**config.mk**
```make
export PLATFORM = sky130hd
export DESIGN_NAME = scoreboard_cam
export DESIGN_NICKNAME = d
export VERILOG_FILES = /design/src/rtl/scoreboard_pkg.sv /design/src/rtl/scoreboard_match_lane.sv /design/src/rtl/scoreboard_cam.sv
export SDC_FILE = /design/constraint.sdc
export NUM_CORES = 1
export LEC_CHECK = 0
export CORE_AREA = 2 2 122 124
export DETAILED_ROUTE_END_ITERATION = 10
export DIE_AREA = 0 0 124 126
export PLACE_DENSITY = 0.68
export SYNTH_ARGS = -nofsm -noshare
export SYNTH_HDL_FRONTEND = slang
export SYNTH_SLANG_ARGS = --single-unit
export TNS_END_PERCENT = 30
```
**constraint.sdc**
```tcl
create_clock -name i_clk -period 5.8 [get_ports i_clk]
set_input_delay 1.45 -clock i_clk [delete_from_list [all_inputs] [get_ports i_clk]]
set_output_delay 1.45 -clock i_clk [all_outputs]
set_load 0.01 [all_outputs]
```
**src/rtl/scoreboard_pkg.sv**
```systemverilog
// Shared types and default sizes for the scoreboard CAM (optional feature: SCOREBOARD_OVERWRITE_EN).
package scoreboard_pkg;

  typedef enum logic [1:0] {CMD_READ, CMD_WRITE, CMD_FLUSH} cmd_e;
  typedef enum logic [1:0] {IDLE, SCAN, RESP} state_e;

  localparam int unsigned DefDepth = 4;
  localparam int unsigned DefKeyW  = 16;
  localparam int unsigned DefValW  = 8;
  localparam int unsigned DefLanes = 1;

  // $clog2 that never returns 0, so single-element selects still get a 1-bit field.
  function automatic int unsigned clog2_min1(input int unsigned v);
    return (v > 1) ? $clog2(v) : 1;
  endfunction

endpackage

```
**src/rtl/scoreboard_match_lane.sv**
```systemverilog
// Combinational compare of one group of LANES entries: lowest-index hit and lowest-index free slot.
module scoreboard_match_lane
  import scoreboard_pkg::*;
#(
  parameter int unsigned LANES = DefLanes,
  parameter int unsigned KEY_W = DefKeyW,
  localparam int unsigned OFF_W = clog2_min1(LANES)
) (
  input  logic [KEY_W-1:0]       key_i,
  input  logic [LANES*KEY_W-1:0] keys_i,
  input  logic [LANES-1:0]       valid_i,
  output logic                   hit_o,
  output logic [OFF_W-1:0]       hit_off_o,
  output logic                   free_o,
  output logic [OFF_W-1:0]       free_off_o
);

  // Walk high to low so the lowest matching lane is the one left standing.
  always_comb begin
    hit_o      = 1'b0;
    hit_off_o  = '0;
    free_o     = 1'b0;
    free_off_o = '0;
    for (int l = int'(LANES) - 1; l >= 0; l--) begin
      if (valid_i[l] && (keys_i[l*KEY_W +: KEY_W] == key_i)) begin
        hit_o     = 1'b1;
        hit_off_o = OFF_W'(l);
      end
      if (!valid_i[l]) begin
        free_o     = 1'b1;
        free_off_o = OFF_W'(l);
      end
    end
  end

endmodule

```
**src/rtl/scoreboard_cam.sv**
```systemverilog
// Key/value scoreboard scanning LANES entries per cycle; SCOREBOARD_OVERWRITE_EN enables
// round-robin replacement on a write to a full table.
module scoreboard_cam
  import scoreboard_pkg::*;
#(
  parameter int unsigned DEPTH = DefDepth,
  parameter int unsigned KEY_W = DefKeyW,
  parameter int unsigned VAL_W = DefValW,
  parameter int unsigned LANES = DefLanes,
  localparam int unsigned IDX_W = $clog2(DEPTH),
  localparam int unsigned CNT_W = $clog2(DEPTH + 1),
  localparam int unsigned NGRP  = DEPTH / LANES,
  localparam int unsigned GRP_W = clog2_min1(NGRP),
  localparam int unsigned OFF_W = clog2_min1(LANES)
) (
  input  logic             i_clk,
  input  logic             i_rst,
  input  logic [KEY_W-1:0] i_key,
  input  logic [VAL_W-1:0] i_val,
  input  logic             i_read,
  input  logic             i_write,
  input  logic             i_flush,
  input  logic             i_clear,
  output logic             o_busy,
  output logic             o_ack,
  output logic             o_exists,
  output logic [VAL_W-1:0] o_val,
  output logic [IDX_W-1:0] o_idx,
  output logic             o_err,
  output logic             o_full,
  output logic [CNT_W-1:0] o_count
);

  typedef struct packed {
    logic [KEY_W-1:0] key;
    logic [VAL_W-1:0] val;
  } entry_t;

  state_e           state_q, state_d;
  cmd_e             cmd_q, cmd_sel;
  logic [KEY_W-1:0] key_q;
  logic [VAL_W-1:0] val_q;
  logic [GRP_W-1:0] grp_q;
  logic             free_found_q;
  logic [IDX_W-1:0] free_idx_q;
  entry_t           ent_q [DEPTH];
  logic [DEPTH-1:0] valid_q, valid_d;
  logic [CNT_W-1:0] count_q, count_d;

  logic             exists_q, exists_d;
  logic [VAL_W-1:0] rval_q, rval_d;
  logic [IDX_W-1:0] idx_q, idx_d;
  logic             err_q, err_d;

  logic [LANES*KEY_W-1:0] lane_keys;
  logic [LANES-1:0]       lane_valid;
  logic                   lane_hit, lane_free;
  logic [OFF_W-1:0]       hit_off, free_off;
  logic [IDX_W-1:0]       base_idx, hit_idx, free_lane_idx, free_sel, wr_idx;
  logic                   any_req, accept, last_grp, commit, free_any, wr_en;

`ifdef SCOREBOARD_OVERWRITE_EN
  logic [IDX_W-1:0] victim_q, victim_d;
`endif

  assign any_req  = i_read | i_write | i_flush;
  assign cmd_sel  = i_flush ? CMD_FLUSH : (i_write ? CMD_WRITE : CMD_READ);
  // A command may also be taken on the edge that ends the ack cycle.
  assign accept   = ((state_q == IDLE) || (state_q == RESP)) && any_req && !i_clear;
  assign last_grp = (grp_q == GRP_W'(NGRP - 1));
  assign commit   = (state_q == SCAN) && (lane_hit || last_grp) && !i_clear;

  assign base_idx      = IDX_W'(grp_q * LANES);
  assign hit_idx       = base_idx + IDX_W'(hit_off);
  assign free_lane_idx = base_idx + IDX_W'(free_off);
  assign free_any      = free_found_q | lane_free;
  assign free_sel      = free_found_q ? free_idx_q : free_lane_idx;

  always_comb begin
    lane_keys  = '0;
    lane_valid = '0;
    for (int unsigned l = 0; l < LANES; l++) begin
      lane_keys[l*KEY_W +: KEY_W] = ent_q[base_idx + IDX_W'(l)].key;
      lane_valid[l]               = valid_q[base_idx + IDX_W'(l)];
    end
  end

  scoreboard_match_lane #(
    .LANES (LANES),
    .KEY_W (KEY_W)
  ) u_match (
    .key_i      (key_q),
    .keys_i     (lane_keys),
    .valid_i    (lane_valid),
    .hit_o      (lane_hit),
    .hit_off_o  (hit_off),
    .free_o     (lane_free),
    .free_off_o (free_off)
  );

  always_comb begin
    state_d = state_q;
    unique case (state_q)
      IDLE:    if (any_req) state_d = SCAN;
      SCAN:    if (lane_hit || last_grp) state_d = RESP;
      RESP:    state_d = any_req ? SCAN : IDLE;
      default: state_d = IDLE;
    endcase
    if (i_clear) state_d = IDLE;
  end

  always_comb begin
    wr_en    = 1'b0;
    wr_idx   = hit_idx;
    valid_d  = valid_q;
    count_d  = count_q;
    exists_d = 1'b0;
    rval_d   = '0;
    idx_d    = '0;
    err_d    = 1'b0;
`ifdef SCOREBOARD_OVERWRITE_EN
    victim_d = victim_q;
`endif
    unique case (cmd_q)
      CMD_READ: begin
        if (lane_hit) begin
          exists_d = 1'b1;
          rval_d   = ent_q[hit_idx].val;
          idx_d    = hit_idx;
        end
      end
      CMD_WRITE: begin
        if (lane_hit) begin
          wr_en    = 1'b1;
          exists_d = 1'b1;
          idx_d    = hit_idx;
        end else if (free_any) begin
          wr_en            = 1'b1;
          wr_idx           = free_sel;
          valid_d[free_sel] = 1'b1;
          idx_d            = free_sel;
          count_d          = count_q + 1'b1;
        end else begin
`ifdef SCOREBOARD_OVERWRITE_EN
          wr_en    = 1'b1;
          wr_idx   = victim_q;
          idx_d    = victim_q;
          victim_d = victim_q + 1'b1;
`else
          err_d = 1'b1;
`endif
        end
      end
      CMD_FLUSH: begin
        if (lane_hit) begin
          valid_d[hit_idx] = 1'b0;
          exists_d         = 1'b1;
          idx_d            = hit_idx;
          count_d          = count_q - 1'b1;
        end
      end
      default: ;
    endcase
  end

  always_ff @(posedge i_clk or posedge i_rst) begin
    if (i_rst) state_q <= IDLE;
    else       state_q <= state_d;
  end

  always_ff @(posedge i_clk or posedge i_rst) begin
    if (i_rst) begin
      cmd_q        <= CMD_READ;
      key_q        <= '0;
      val_q        <= '0;
      grp_q        <= '0;
      free_found_q <= 1'b0;
      free_idx_q   <= '0;
      valid_q      <= '0;
      count_q      <= '0;
      exists_q     <= 1'b0;
      rval_q       <= '0;
      idx_q        <= '0;
      err_q        <= 1'b0;
    end else begin
      if (accept) begin
        cmd_q        <= cmd_sel;
        key_q        <= i_key;
        val_q        <= i_val;
        grp_q        <= '0;
        free_found_q <= 1'b0;
      end else if (state_q == SCAN) begin
        grp_q <= grp_q + 1'b1;
        if (!free_found_q && lane_free) begin
          free_found_q <= 1'b1;
          free_idx_q   <= free_lane_idx;
        end
      end
      if (commit) begin
        valid_q  <= valid_d;
        count_q  <= count_d;
        exists_q <= exists_d;
        rval_q   <= rval_d;
        idx_q    <= idx_d;
        err_q    <= err_d;
      end
      if (i_clear) begin
        valid_q <= '0;
        count_q <= '0;
      end
    end
  end

`ifdef SCOREBOARD_OVERWRITE_EN
  always_ff @(posedge i_clk or posedge i_rst) begin
    if (i_rst)       victim_q <= '0;
    else if (commit) victim_q <= victim_d;
  end
`endif

  // Payload storage needs no reset; valid_q qualifies every read.
  always_ff @(posedge i_clk) begin
    if (commit && wr_en) ent_q[wr_idx] <= {key_q, val_q};
  end

  assign o_busy   = (state_q != IDLE);
  assign o_ack    = (state_q == RESP);
  assign o_exists = exists_q;
  assign o_val    = rval_q;
  assign o_idx    = idx_q;
  assign o_err    = err_q;
  assign o_count  = count_q;
  assign o_full   = (count_q == CNT_W'(DEPTH));

endmodule

```
==> results by stage <==
Run status:
- The run finished with clean final reports.

Placement:
- The estimated wirelength of the detail-placed design is approximately 7000 microns.
- Routability-driven placement finished with a final weighted congestion of 0.927.
- The count of buffers added on input and output ports is 47.

Cells and area:
- The number of inserted diodes is 0.
- The area growth from synthesis to layout is 19.6%.
- At the end of the flow, the number of nets in the layout was 462.
- The layout filler cell count is about 1200.
- Of the cells placed in the final design, the portion with a size suffix greater than 1 is 0.250.

Die:
- After floorplanning, the core was divided into 44 placement rows.
- 48 I/O pins were placed.
- The area of the die is 15600 sq um.
- The horizontal die dimension is between 100 and 150 microns.
- In this run the vertical extent of the chip is 126 microns.
- In this run the standard cell core region covers 14300 sq um.
- The initial utilization of the core area, before any placement, comes to 0.438.

Setup path:
- The setup path with the least slack is of type reg2reg.
- The slowest library cell on the worst path is dfrtp_2.
- Of all nets on the critical path, the largest fanout is 23.
- The largest single stage delay on the critical path is 0.84 ns.
- The element type at the critical path start is a register.
- For the worst setup path, the data required time is 5.91 ns.
- The endpoint kind of the worst setup timing path is a register.
- The critical path's most frequent cell is buf_4.
- Walking the worst path, the cells encountered are buf_4, mux4_2, xnor2_2, o221ai_1, nor3_2, nand3_2, o41ai_2, buf_4.
- Data arrives at the worst endpoint at about 4.3 ns.

Worst hold path:
- The path category of the worst min-delay check is reg2reg.

STA:
- The number of slew-limit violations in the final report came to 0.
- Setup violations remaining at the end of the flow were counted as 0.
- The final sum of negative setup slack is 0 ns.
- Dividing the final minimum period by the clock period gives 0.730.
- The highest clock rate is 236 MHz.
- For the pin with the worst max-slew slack, the measured transition is 0.993 ns.
- Hold is met by 0.489 ns.
- The worst path needs 4.23 ns of the cycle, external delays included.
- The maximum clock skew at final layout is 0.0112 ns.
- The number of hold violations in the final report is 0.
- Setup repair after global routing left no endpoint under its margin.
- The worst pin sits at a relative slew slack of 0.331.

Routing:
- The via count of the routed design is ~3300.
- For this block, the initial DRC count from the detailed router was 162.
- After detailed routing, the number of remaining DRC violations is 0.
- The post-detailed-route count of antenna-violating nets is 0.
- The ratio of routed vias to standard cells is 5.33.
- The final layout contains routed wiring with a total length of ~11000 microns.
- The average wire length per cell after detail routing is about 18 microns.
- The number of iterations in the first detailed-routing pass is 4.

Pwr:
- Of the total power, combinational logic draws 0.195.
- Of the total power, the share spent switching nets is 0.276.
- Of the total power, the clock network draws 0.329.
- In this run the power spent charging and discharging nets is 841 uW.
- The power density over the cells is between 400 and 500 nW/um^2.
- The share of total power dissipated in sequential elements is 0.476.
- The total internal power is 2.20 mW.
- The leakage power figure is 2.75 nW.
- The maximum vdd drop is 243 uV.

Global routing:
- The first-pass GRT wire length is 18400 microns.
- For this run, the total global-route usage over all layers was measured as 0.161.
- The number of global-route vias before repair is 3460.
- After global routing the overflow that remains totals 0.
- Entering global routing, the biggest net connects 53 pins.
- The number of antenna violations at the first check in global routing was 0.

Logic synthesis:
- The mapped netlist covers roughly 6300 sq um.
- The area fraction in compound gates after synthesis is 0.0493.
- The synthesis warning total is 0.
- Of the total synthesized cell area, the portion taken by full adders, half adders and majority gates is 0.0112.
- Of the total synthesized cell area, the portion taken by AND, OR, NAND and NOR gates is 0.0634.
- The post-synthesis sequential element count is 148.
- The synthesized net count is 404.
- The sequential-to-total area share from yosys stat is 0.667.
- The mean area per synthesized cell is 17.0 sq um.
- The number of synthesized flops with an enable pin is 96.
- In the synthesized netlist the dominant register cell turns out to be edfxtp_1.
- Of the post-synthesis cell area, the part taken by muxes is 0.156.
- The post-synthesis cell type count is 54.
- Of the total synthesized cell area, the portion taken by XOR and XNOR cells is 0.0275.
- The main combinational cell family by area after synthesis is multiplexers.
- Synthesis handed over a netlist of around 370 instances.
- The async set-or-reset flop fraction in the synthesized netlist is 0.351.

Clocking:
- TritonCTS built the clock tree.
- The deepest clock path buffer count is 2.
- Hold repair after CTS inserted 0 buffers.
- The maximum level of the CTS H-tree is 4.
- In this run, post-CTS repair resized a total of 0 instances.
- The total CTS buffers is 17.
- The later-pin clock latency in the skew report is roughly 0.42 ns.
- The clock sink count is 148.
- After clock tree synthesis, the clock-pin slew on the worst setup and hold paths is 0.06 ns.
- In this run the post-CTS setup repair buffer count came out at 0.
- The root buffer selected by CTS is clkbuf_16.

Run:
- The number of max-capacitance violations reported is 0.
## final timing paths
path | depth (start not counted) | startpoint | slack, ns | end
worst max-delay path | 8 | grp_q[0] | 1.57 | ent_q[0][20]
worst min-delay path | 1 | o_idx[0] | 0.49 | o_idx[0]
worst max register to register | 8 | grp_q[0] | 1.57 | ent_q[0][20]
worst min register to register | 1 | o_idx[0] | 0.49 | o_idx[0]
max in group asynchronous | 3 | i_rst | 3.77 | grp_q[0]
min in group asynchronous | 3 | i_rst | 1.52 | key_q[10]
## Yosys cell counts, drive strengths merged (2+ instances only)
library cell  number  share of area
dfrtp             52           0.21
ha                 4         0.0080
o41ai              3         0.0042
buf               13          0.015
and3               2         0.0020
nand4              7         0.0070
a21o               2         0.0024
a211oi             2         0.0024
or3                3         0.0030
inv               15         0.0090
and2               4         0.0040
nor3               3         0.0032
o211ai             2         0.0032
nor2b              6         0.0060
xor2               3         0.0042
nand3              5         0.0048
nand2b             5         0.0050
nand2             21          0.014
nor2               8         0.0048
mux2              33          0.059
mux2i              8          0.013
edfxtp            96           0.46
and4               2         0.0032
o2bb2ai            8          0.019
xnor2             15          0.023
o21ai              4         0.0032
clkbuf             3         0.0018
a31oi              2         0.0020
a21boi             3         0.0036
mux4              23          0.084
## critical path, delay by kind of cell (launching register included)
family,cells,cell delay (ns)
buf+inv,2,0.76
simple gates,2,0.58
xor+xnor,1,0.17
mux,1,0.56
flops,1,0.84
compound gates,2,0.99
## power groups by stage
stage                     clock [mW]  combinational (mW)  sequential (mW)
after floorplan                    0               0.538             1.37
after global placement             0               0.585             1.47
after detailed placement           0               0.597             1.47
after CTS                       1.02               0.600             1.45
after global routing            1.08               0.652             1.48
final                           1.00               0.595             1.45
## cells in the final DEF (no fill, tap or decap), types with 13 or more instances in the layout
cell type	count
mux4_2	21
edfxtp_1	96
mux2_2	32
nand2_1	20
clkbuf_16	17
clkdlybuf4s50_1	47
dfrtp_1	51
xnor2_1	13
inv_1	14
## cell type report
type / instances / area (sq um) / area share
clock buffer: 22 / 464 / 0.0619
tap: 184 / 230 / 0.0307
sequential: 148 / 4190 / 0.558
multi-input combinational: 190 / 1950 / 0.260
clock inverter: 10 / 83.8 / 0.0112
inverter: 15 / 56.3 / 0.00751
timing repair buffer: 55 / 531 / 0.0707
## logic make-up after synthesis
| logic type | Yosys count |
|---|---|
| compound gates | 33 |
| xor+xnor | 18 |
| flops | 148 |
| simple gates | 70 |
| mux | 64 |
| buf+inv | 31 |
| fa+ha+maj | 5 |
## metal layers
layer / up-vias / GRT usage / share of wire
li1: 1524 / - / -
met1: 1685 / 0.210 / 0.43
met2: 95 / 0.248 / 0.49
met3: 19 / 0.0507 / 0.052
met4: 0 / 0.0694 / 0.019
met5: - / 0 / 0
## stage by stage
stage                     std cells  utilization  worst slack, ns  area [sq um]  total power [mW]
final                           624        0.524             1.57          7500              3.04
after global routing            624        0.524             1.22          7500              3.21
after CTS                       624        0.524             1.48          7500              3.08
after detailed placement        592        0.486             1.49          6950              2.07
after global placement          592        0.486             1.58          6950              2.05
after floorplan                 369            -            0.753          6270              1.91
## sequential cells by signal (all words and copies together) (netlist names), 2 cells and up
register    flops
o_count         3
state_q         2
o_idx           2
cmd_q           2
valid_q         4
grp_q           2
val_q           8
o_val           8
ent_q          96
key_q          16
free_idx_q      2
Note: power is estimated with default switching activity, not from simulation.
